## src/rtl/io_bridge_pkg.sv

```systemverilog
// Shared address map and read-source encoding for the CPU IO bridge.
// Latency: n/a (definitions only).
// Backpressure: n/a.
package io_bridge_pkg;

    // IO window is selected by address bits 17:16 == 2'b11.
    localparam logic [17:0] IO_BASE     = 18'h30000;
    // Data port: TX write / RX read.
    localparam logic [15:0] IO_OFF_DATA = 16'h0000;
    // Cycle counter: write stops the program, reads return snapshot bytes.
    localparam logic [15:0] IO_OFF_CNT  = 16'h0004;

    // Registered read-data source for the cycle after an address.
    typedef enum logic [1:0] {
        SEL_ZERO = 2'd0,
        SEL_RAM  = 2'd1,
        SEL_RX   = 2'd2,
        SEL_CNT  = 2'd3
    } src_sel_e;

endpackage

```

## src/rtl/io_fifo.sv

```systemverilog
// Generic synchronous FIFO with occupancy count; head is shown combinationally.
// Latency: one cycle from push to head visibility.
// Backpressure: push is dropped when full unless a pop happens in the same cycle; pop on empty is ignored.
module io_fifo
#(
    parameter int WIDTH = 8,
    parameter int DEPTH = 16
) (
    input  logic                     clk_in,
    input  logic                     rst_in,
    input  logic                     push,
    input  logic [WIDTH-1:0]         din,
    input  logic                     pop,
    output logic [WIDTH-1:0]         dout,
    output logic                     full,
    output logic                     empty,
    output logic [$clog2(DEPTH):0]   count
);

    localparam int AW = $clog2(DEPTH);
    localparam logic [AW:0] FULL_CNT = (AW+1)'(DEPTH);

    logic [WIDTH-1:0] mem_q [DEPTH];
    logic [AW-1:0]    wr_ptr_q, wr_ptr_d;
    logic [AW-1:0]    rd_ptr_q, rd_ptr_d;
    logic [AW:0]      cnt_q, cnt_d;
    logic             do_push, do_pop;

    // Qualify push/pop and advance pointers and occupancy.
    always_comb begin
        do_pop   = pop && (cnt_q != '0);
        do_push  = push && ((cnt_q != FULL_CNT) || do_pop);
        wr_ptr_d = do_push ? wr_ptr_q + AW'(1) : wr_ptr_q;
        rd_ptr_d = do_pop  ? rd_ptr_q + AW'(1) : rd_ptr_q;
        cnt_d    = cnt_q;
        case ({do_push, do_pop})
            2'b10:   cnt_d = cnt_q + (AW+1)'(1);
            2'b01:   cnt_d = cnt_q - (AW+1)'(1);
            default: cnt_d = cnt_q;
        endcase
    end

    // Storage is not reset: clearing the pointers discards the contents.
    always_ff @(posedge clk_in) begin
        if (do_push) begin
            mem_q[wr_ptr_q] <= din;
        end
    end

    // Pointer and count state.
    always_ff @(posedge clk_in or negedge rst_in) begin
        if (!rst_in) begin
            wr_ptr_q <= '0;
            rd_ptr_q <= '0;
            cnt_q    <= '0;
        end else begin
            wr_ptr_q <= wr_ptr_d;
            rd_ptr_q <= rd_ptr_d;
            cnt_q    <= cnt_d;
        end
    end

    assign dout  = mem_q[rd_ptr_q];
    assign full  = (cnt_q == FULL_CNT);
    assign empty = (cnt_q == '0);
    assign count = cnt_q;

endmodule

```

## src/rtl/io_bridge.sv

```systemverilog
// CPU bus bridge: RAM pass-through, UART TX/RX byte ports, cycle counter and program-stop flag.
// Latency: read data one cycle after the address; TX byte visible one cycle after the write.
// Backpressure: cpu_rdy drops while the TX FIFO is full; optional RX FIFO (IO_RX_FIFO_EN) backpressures rx_ready.
module io_bridge
    import io_bridge_pkg::*;
#(
    parameter int TX_DEPTH = 16,
    parameter int RX_DEPTH = 8
) (
    input  logic        clk_in,
    input  logic        rst_in,
    input  logic [31:0] cpu_a,
    input  logic [7:0]  cpu_dout,
    input  logic        cpu_wr,
    output logic [7:0]  cpu_din,
    output logic        cpu_rdy,
    output logic [16:0] ram_a,
    output logic [7:0]  ram_dout,
    output logic        ram_we,
    input  logic [7:0]  ram_din,
    output logic [7:0]  tx_data,
    output logic        tx_valid,
    input  logic        tx_ready,
    input  logic [7:0]  rx_data,
    input  logic        rx_valid,
    output logic        rx_ready,
    output logic        prog_stop
);

    logic is_io, hit_data, hit_cnt, hit_cnt_blk;
    logic wr_acc, rd_acc;

    // Address decode and CPU access qualification (a paused CPU has no side effects).
    always_comb begin
        is_io       = (cpu_a[17:16] == IO_BASE[17:16]);
        hit_data    = is_io && (cpu_a[15:0] == IO_OFF_DATA);
        hit_cnt     = is_io && (cpu_a[15:0] == IO_OFF_CNT);
        hit_cnt_blk = is_io && (cpu_a[15:2] == IO_OFF_CNT[15:2]);
        wr_acc      = cpu_wr & cpu_rdy;
        rd_acc      = ~cpu_wr & cpu_rdy;
    end

    // RAM port: gated write so IO accesses and reset never write memory.
    assign ram_a    = cpu_a[16:0];
    assign ram_dout = cpu_dout;
    assign ram_we   = wr_acc & ~is_io & rst_in;

    // ---------------- TX path ----------------
    logic                        tx_push, tx_pop, tx_full, tx_empty;
    logic [7:0]                  tx_din;
    logic [$clog2(TX_DEPTH):0]   tx_count;

    // Zero bytes are dropped on the data port; the stop write injects a zero terminator.
    always_comb begin
        tx_push = wr_acc & ((hit_data & (cpu_dout != 8'h00)) | hit_cnt);
        tx_din  = hit_cnt ? 8'h00 : cpu_dout;
        tx_pop  = tx_valid & tx_ready;
    end

    io_fifo #(.WIDTH(8), .DEPTH(TX_DEPTH)) u_tx_fifo (
        .clk_in (clk_in),
        .rst_in (rst_in),
        .push   (tx_push),
        .din    (tx_din),
        .pop    (tx_pop),
        .dout   (tx_data),
        .full   (tx_full),
        .empty  (tx_empty),
        .count  (tx_count)
    );

    assign tx_valid = ~tx_empty;
    assign cpu_rdy  = ~tx_full;

    // ---------------- counter, snapshot, read select ----------------
    src_sel_e    sel_q, sel_d;
    logic [1:0]  byte_q, byte_d;
    logic [31:0] cnt_q, cnt_d;
    logic [31:0] snap_q, snap_d;
    logic        stop_q, stop_d;

    // Next-state for free-running counter, snapshot, sticky stop and read source.
    always_comb begin
        sel_d  = SEL_ZERO;
        byte_d = cpu_a[1:0];
        cnt_d  = cnt_q + 32'd1;
        snap_d = snap_q;
        stop_d = stop_q;
        if (!cpu_wr) begin
            if (!is_io) begin
                sel_d = SEL_RAM;
            end else if (hit_data) begin
                sel_d = SEL_RX;
            end else if (hit_cnt_blk) begin
                sel_d = SEL_CNT;
            end
        end
        if (rd_acc && hit_cnt) begin
            snap_d = cnt_q;
        end
        if (wr_acc && hit_cnt) begin
            stop_d = 1'b1;
        end
    end

    // Bridge state registers.
    always_ff @(posedge clk_in or negedge rst_in) begin
        if (!rst_in) begin
            sel_q  <= SEL_ZERO;
            byte_q <= 2'd0;
            cnt_q  <= 32'd0;
            snap_q <= 32'd0;
            stop_q <= 1'b0;
        end else begin
            sel_q  <= sel_d;
            byte_q <= byte_d;
            cnt_q  <= cnt_d;
            snap_q <= snap_d;
            stop_q <= stop_d;
        end
    end

    assign prog_stop = stop_q;

    // ---------------- RX path ----------------
    logic unused_bits;

`ifdef IO_RX_FIFO_EN
    logic                        rx_push, rx_pop, rx_full, rx_empty;
    logic [7:0]                  rx_head;
    logic [7:0]                  rx_byte_q, rx_byte_d;
    logic [$clog2(RX_DEPTH):0]   rx_count;

    // A data-port read pops one byte, or latches zero when nothing is buffered.
    always_comb begin
        rx_push   = rx_valid & rx_ready;
        rx_pop    = rd_acc & hit_data;
        rx_byte_d = rx_byte_q;
        if (rd_acc && hit_data) begin
            rx_byte_d = rx_empty ? 8'h00 : rx_head;
        end
    end

    io_fifo #(.WIDTH(8), .DEPTH(RX_DEPTH)) u_rx_fifo (
        .clk_in (clk_in),
        .rst_in (rst_in),
        .push   (rx_push),
        .din    (rx_data),
        .pop    (rx_pop),
        .dout   (rx_head),
        .full   (rx_full),
        .empty  (rx_empty),
        .count  (rx_count)
    );

    // Holds the byte returned to the CPU in the cycle after the read.
    always_ff @(posedge clk_in or negedge rst_in) begin
        if (!rst_in) begin
            rx_byte_q <= 8'h00;
        end else begin
            rx_byte_q <= rx_byte_d;
        end
    end

    assign rx_ready    = ~rx_full & rst_in;
    assign unused_bits = ^{cpu_a[31:18], tx_count, rx_count};
`else
    assign rx_ready    = 1'b0;
    assign unused_bits = ^{cpu_a[31:18], tx_count, rx_data, rx_valid, 1'(RX_DEPTH)};
`endif

    // Read-data mux driven by the source registered in the previous cycle.
    always_comb begin
        cpu_din = 8'h00;
        case (sel_q)
            SEL_RAM: cpu_din = ram_din;
            SEL_CNT: begin
                case (byte_q)
                    2'd0:    cpu_din = snap_q[7:0];
                    2'd1:    cpu_din = snap_q[15:8];
                    2'd2:    cpu_din = snap_q[23:16];
                    default: cpu_din = snap_q[31:24];
                endcase
            end
`ifdef IO_RX_FIFO_EN
            SEL_RX:  cpu_din = rx_byte_q;
`else
            SEL_RX:  cpu_din = 8'h00;
`endif
            default: cpu_din = 8'h00;
        endcase
    end

endmodule
```

## config.mk

```make
export PLATFORM = sky130hd
export DESIGN_NAME = io_bridge
export DESIGN_NICKNAME = d
export VERILOG_FILES = /design/src/rtl/io_bridge_pkg.sv /design/src/rtl/io_fifo.sv /design/src/rtl/io_bridge.sv
export SDC_FILE = /design/constraint.sdc
export NUM_CORES = 1
export LEC_CHECK = 0
export ABC_CLOCK_PERIOD_IN_PS = 9050
export BUFFER_PORTS_ARGS = -buffer_cell sky130_fd_sc_hd__clkbuf_2
export CAP_MARGIN = 20
export CORE_ASPECT_RATIO = 0.9
export CORE_MARGIN = 3
export CORE_UTILIZATION = 54
export CTS_BUF_LIST = sky130_fd_sc_hd__clkbuf_4
export DETAILED_ROUTE_END_ITERATION = 8
export GPL_ROUTABILITY_DRIVEN = 0
export PLACE_DENSITY = 0.76
export SLEW_MARGIN = 20
export SYNTH_ARGS = -nofsm -noshare
export SYNTH_HDL_FRONTEND = slang
export SYNTH_SLANG_ARGS = --single-unit
```

## constraint.sdc

```tcl
create_clock -name clk_in -period 9.05 [get_ports clk_in]
set_input_delay 1.81 -clock clk_in [delete_from_list [all_inputs] [get_ports clk_in]]
set_output_delay 1.81 -clock clk_in [all_outputs]
set_load 0.02 [all_outputs]
```

==> impl_metrics.csv <==
group,metric,value,unit
status,outcome,"completed",
sta,max_clock_freq,215.9,MHz
grt,antenna_found_initial,1,
sta,finalHoldViolations,0,
power_and_ir_drop,vdd_drop_max,0.1212,mV
grt,grt_max_degree,45,
synthesis,synth_top_cells_by_area,"edfxtp_1 41%, dfrtp_1 22%, mux4_2 11%, mux2_4 4.8%, xor2_1 2.6%",
critical_path,critPathArrivalTime,2.82,ns
clock_tree,clk_pin_slew,0.06,ns
place,preCtsSetupSlack,3.861,ns
synthesis,synth.most_common_cell,"edfxtp_1",
clock_tree,cts_root_buf,"clkbuf_4",
detailed_routing,dr_wl_met2,8.258,mm
critical_path,path_class,"reg2out",
floorplanning,rows,45,
place,hpwl,12.26,mm
detailed_routing,via_per_inst,5.670,
synthesis,synth_commonest_cells,"128 x edfxtp_1, 82 x dfrtp_1, 48 x mux4_2, 30 x buf_4, 30 x mux2_4",
detailed_routing,drc,0,
detailed_routing,highest_layer,"met4",
floorplanning,core-area,17000,um^2
sta,clock_skew,0.03176,ns
clock_tree,cts_inserted_buffers,53,
sta,max_slew_margin,40.29,%
sta,setup_viol,0,
detailed_routing,wl_met1,8.376,mm
power_and_ir_drop,power.switching,0.0006820,W
synthesis,syn_inst,567,
power_and_ir_drop,pwr-share-clk,31.8,%
power_and_ir_drop,combPwrFrac,22.5,%
clock_tree,clock_latency,0.64,ns
synthesis,ys_ff_latch,210,
floorplanning,die_y,131.3,um
synthesis,seq_area_frac_synth,62.61,%
floorplanning,dieArea,19060,um^2
critical_path,setup.worst_path.end_class,"output port",
grt,grt_pass1_wl,29.69,mm
power_and_ir_drop,power.internal,0.001708,W
hold_path,hp-class,"reg2reg",
synthesis,yosysTopAreaCell,"edfxtp_1",
clock_tree,numClockSinks,210,
finish,drive_above_1_share,37.28,%
synthesis,async_reset_ff_share,39.05,%
detailed_routing,antenna_left,0,
sta,period_needed,4.632,ns
sta,tns,0,ns
sta,rsz0062_at_grt,"no",
place,dp.cells,837,
clock_tree,htreeDepth,2,
critical_path,worst-path-max-fanout,35,
clock_tree,postCtsSetupRepairBufs,0,
finish,nets,728,
detailed_routing,firstDrtPassIters,4,
clock_tree,cts-resized-gates,0,
synthesis,synth_nets,638,
critical_path,critPathLaunchType,"flop",
floorplanning,io_pins,107,
finish,syn_to_final_growth,11.11,%
floorplanning,dieWidth,145.2,um
place,portBuffers,82,
floorplanning,start_util,55.38,%
grt,grt_pass1_vias,5492,
synthesis,syn_area,9417,um^2
sta,slew_viol_final,0,
power_and_ir_drop,p_seq_share,45.7,%
power_and_ir_drop,p_leak,4.340,nW
detailed_routing,wl_per_cell,19.50,um
sta,period_share,51.18,%
clock_tree,clockBufferDepth,3,
detailed_routing,vias,5262,
finish,final_cells,928,
critical_path,required,7.24,ns
synthesis,yosysWarningCount,0,
synthesis,synth_enable_flop_cells,128,
sta,worstMarginPinSlew,0.8957,ns
grt,grt_use_total,19.57,%
detailed_routing,dr_wl_met3,1.139,mm
grt,grt_overflow_total,0,
synthesis,synth_ff_type,"edfxtp_1",
synthesis,avgSynthCellArea,16.61,um^2
clock_tree,ctsHoldBuffers,0,
power_and_ir_drop,switching_share,28.53,%
detailed_routing,dr.first_iter.drc_count,364,
synthesis,synth_top_area_share,40.82,%
clock_tree,cts_tree,"built",
job,maxCapViolations,0,
synthesis,yosysUniqueCellTypes,52,
detailed_routing,totalWireLength,18.09,mm
sta,setup_ws,4.418,ns
power_and_ir_drop,powerDensity,228.5,nW/um^2
-- cells by family (layout without fill, tap and decap cells) --
kind of cell / Yosys count / after routing / share of synthesized area (%)
compound gates: 16 / 16 / 1.130
xor+xnor: 40 / 40 / 3.720
fa+ha+maj: 10 / 10 / 1.329
buf+inv: 60 / 185 / 3.946
flops: 210 / 210 / 62.61
mux: 91 / 91 / 17.71
other cells: 1 / 2 / 0.03982
simple gates: 139 / 139 / 9.514
-- cell type report --
cell class              instances  area [um^2]
fillers                      1264         6541
inverters                      10        37.54
flip-flops and latches        210         5897
multi-input cells             297         3149
clock buffers                  74        555.5
repair buffers                 85        435.4
well taps                     235        294.0
diodes                          1        2.502
clock inverters                16        91.34
-- layer usage --
metal | track usage, % | vias up
met5 | 0 | -
met4 | 6.276 | 0
met3 | 3.966 | 28
met2 | 29.12 | 190
met1 | 29.51 | 2686
li1 | - | 2358
-- power groups by stage --
stage	logic, W	registers [W]	clock network (W)
finish	0.000537	0.00109	0.000760
global route	0.000579	0.00110	0.000834
CTS	0.000548	0.00109	0.000782
detailed placement	0.000546	0.00111	0
global placement	0.000535	0.00111	0
floorplan	0.000443	0.00108	0
-- worst paths after layout --
kind,endpoint,from,depth (start not counted),slack [ns]
worst min-delay path,cnt_q[31],cnt_q[31],1,0.46
worst max-delay path,tx_data[0],u_tx_fifo.rd_ptr_q[0],4,4.42
worst min register to register,cnt_q[31],cnt_q[31],1,0.46
min in group asynchronous,cnt_q[12],rst_in,1,1.15
max in group asynchronous,cnt_q[24],rst_in,2,6.94
worst max register to register,u_tx_fifo.count[4],u_tx_fifo.count[1],11,5.53
-- sequential cells by signal, indices dropped and copies added, names as in the netlist --
signal and cells:
u_tx_fifo.count 5, snap_q 32, sel_q 2, u_tx_fifo.wr_ptr_q 4
prog_stop 1, u_tx_fifo.mem_q 128, u_tx_fifo.rd_ptr_q 4, cnt_q 32
byte_q 2
-- cells in the final DEF, fill, tap and decap left out, types with 2 or more instances in the layout --
master / n
clkbuf_4: 74
nand3_1: 14
ha_1: 10
dfrtp_1: 81
xor2_1: 28
mux2_2: 4
and4_1: 2
and2_1: 13
nor2b_1: 13
and4b_1: 3
clkinv_1: 11
buf_4: 4
mux4_2: 48
o21ai_0: 4
nor3_1: 7
nor4_2: 2
nor4_1: 13
edfxtp_1: 128
nor4_4: 3
inv_1: 10
nand2_1: 17
and3_1: 18
nand4_1: 6
and3b_1: 2
mux2_4: 30
clkinv_2: 4
a21oi_1: 4
xnor2_1: 12
nor2_1: 13
clkbuf_2: 81
nor3b_1: 3
or3_1: 2
mux2i_1: 8
-- per-stage QoR --
stage | hold WS (ns) | instance area (um^2) | util, % | power, W
global placement | 0.4533 | 9813 | 57.71 | 0.001646
floorplan | 0.4378 | 9417 | - | 0.001521
finish | 0.4608 | 10460 | 61.53 | 0.002390
detailed placement | 0.4550 | 9813 | 57.71 | 0.001658
CTS | 0.4663 | 10460 | 61.52 | 0.002423
global route | 0.5090 | 10460 | 61.53 | 0.002510
-- worst max-delay path: stages, from the launching register on --
cell and delay, ns:
dfrtp_2 0.34, buf_4 0.53, mux4_2 0.62, mux4_2 0.51, clkbuf_2 0.18
No activity file was read; power rests on OpenSTA's default activity.
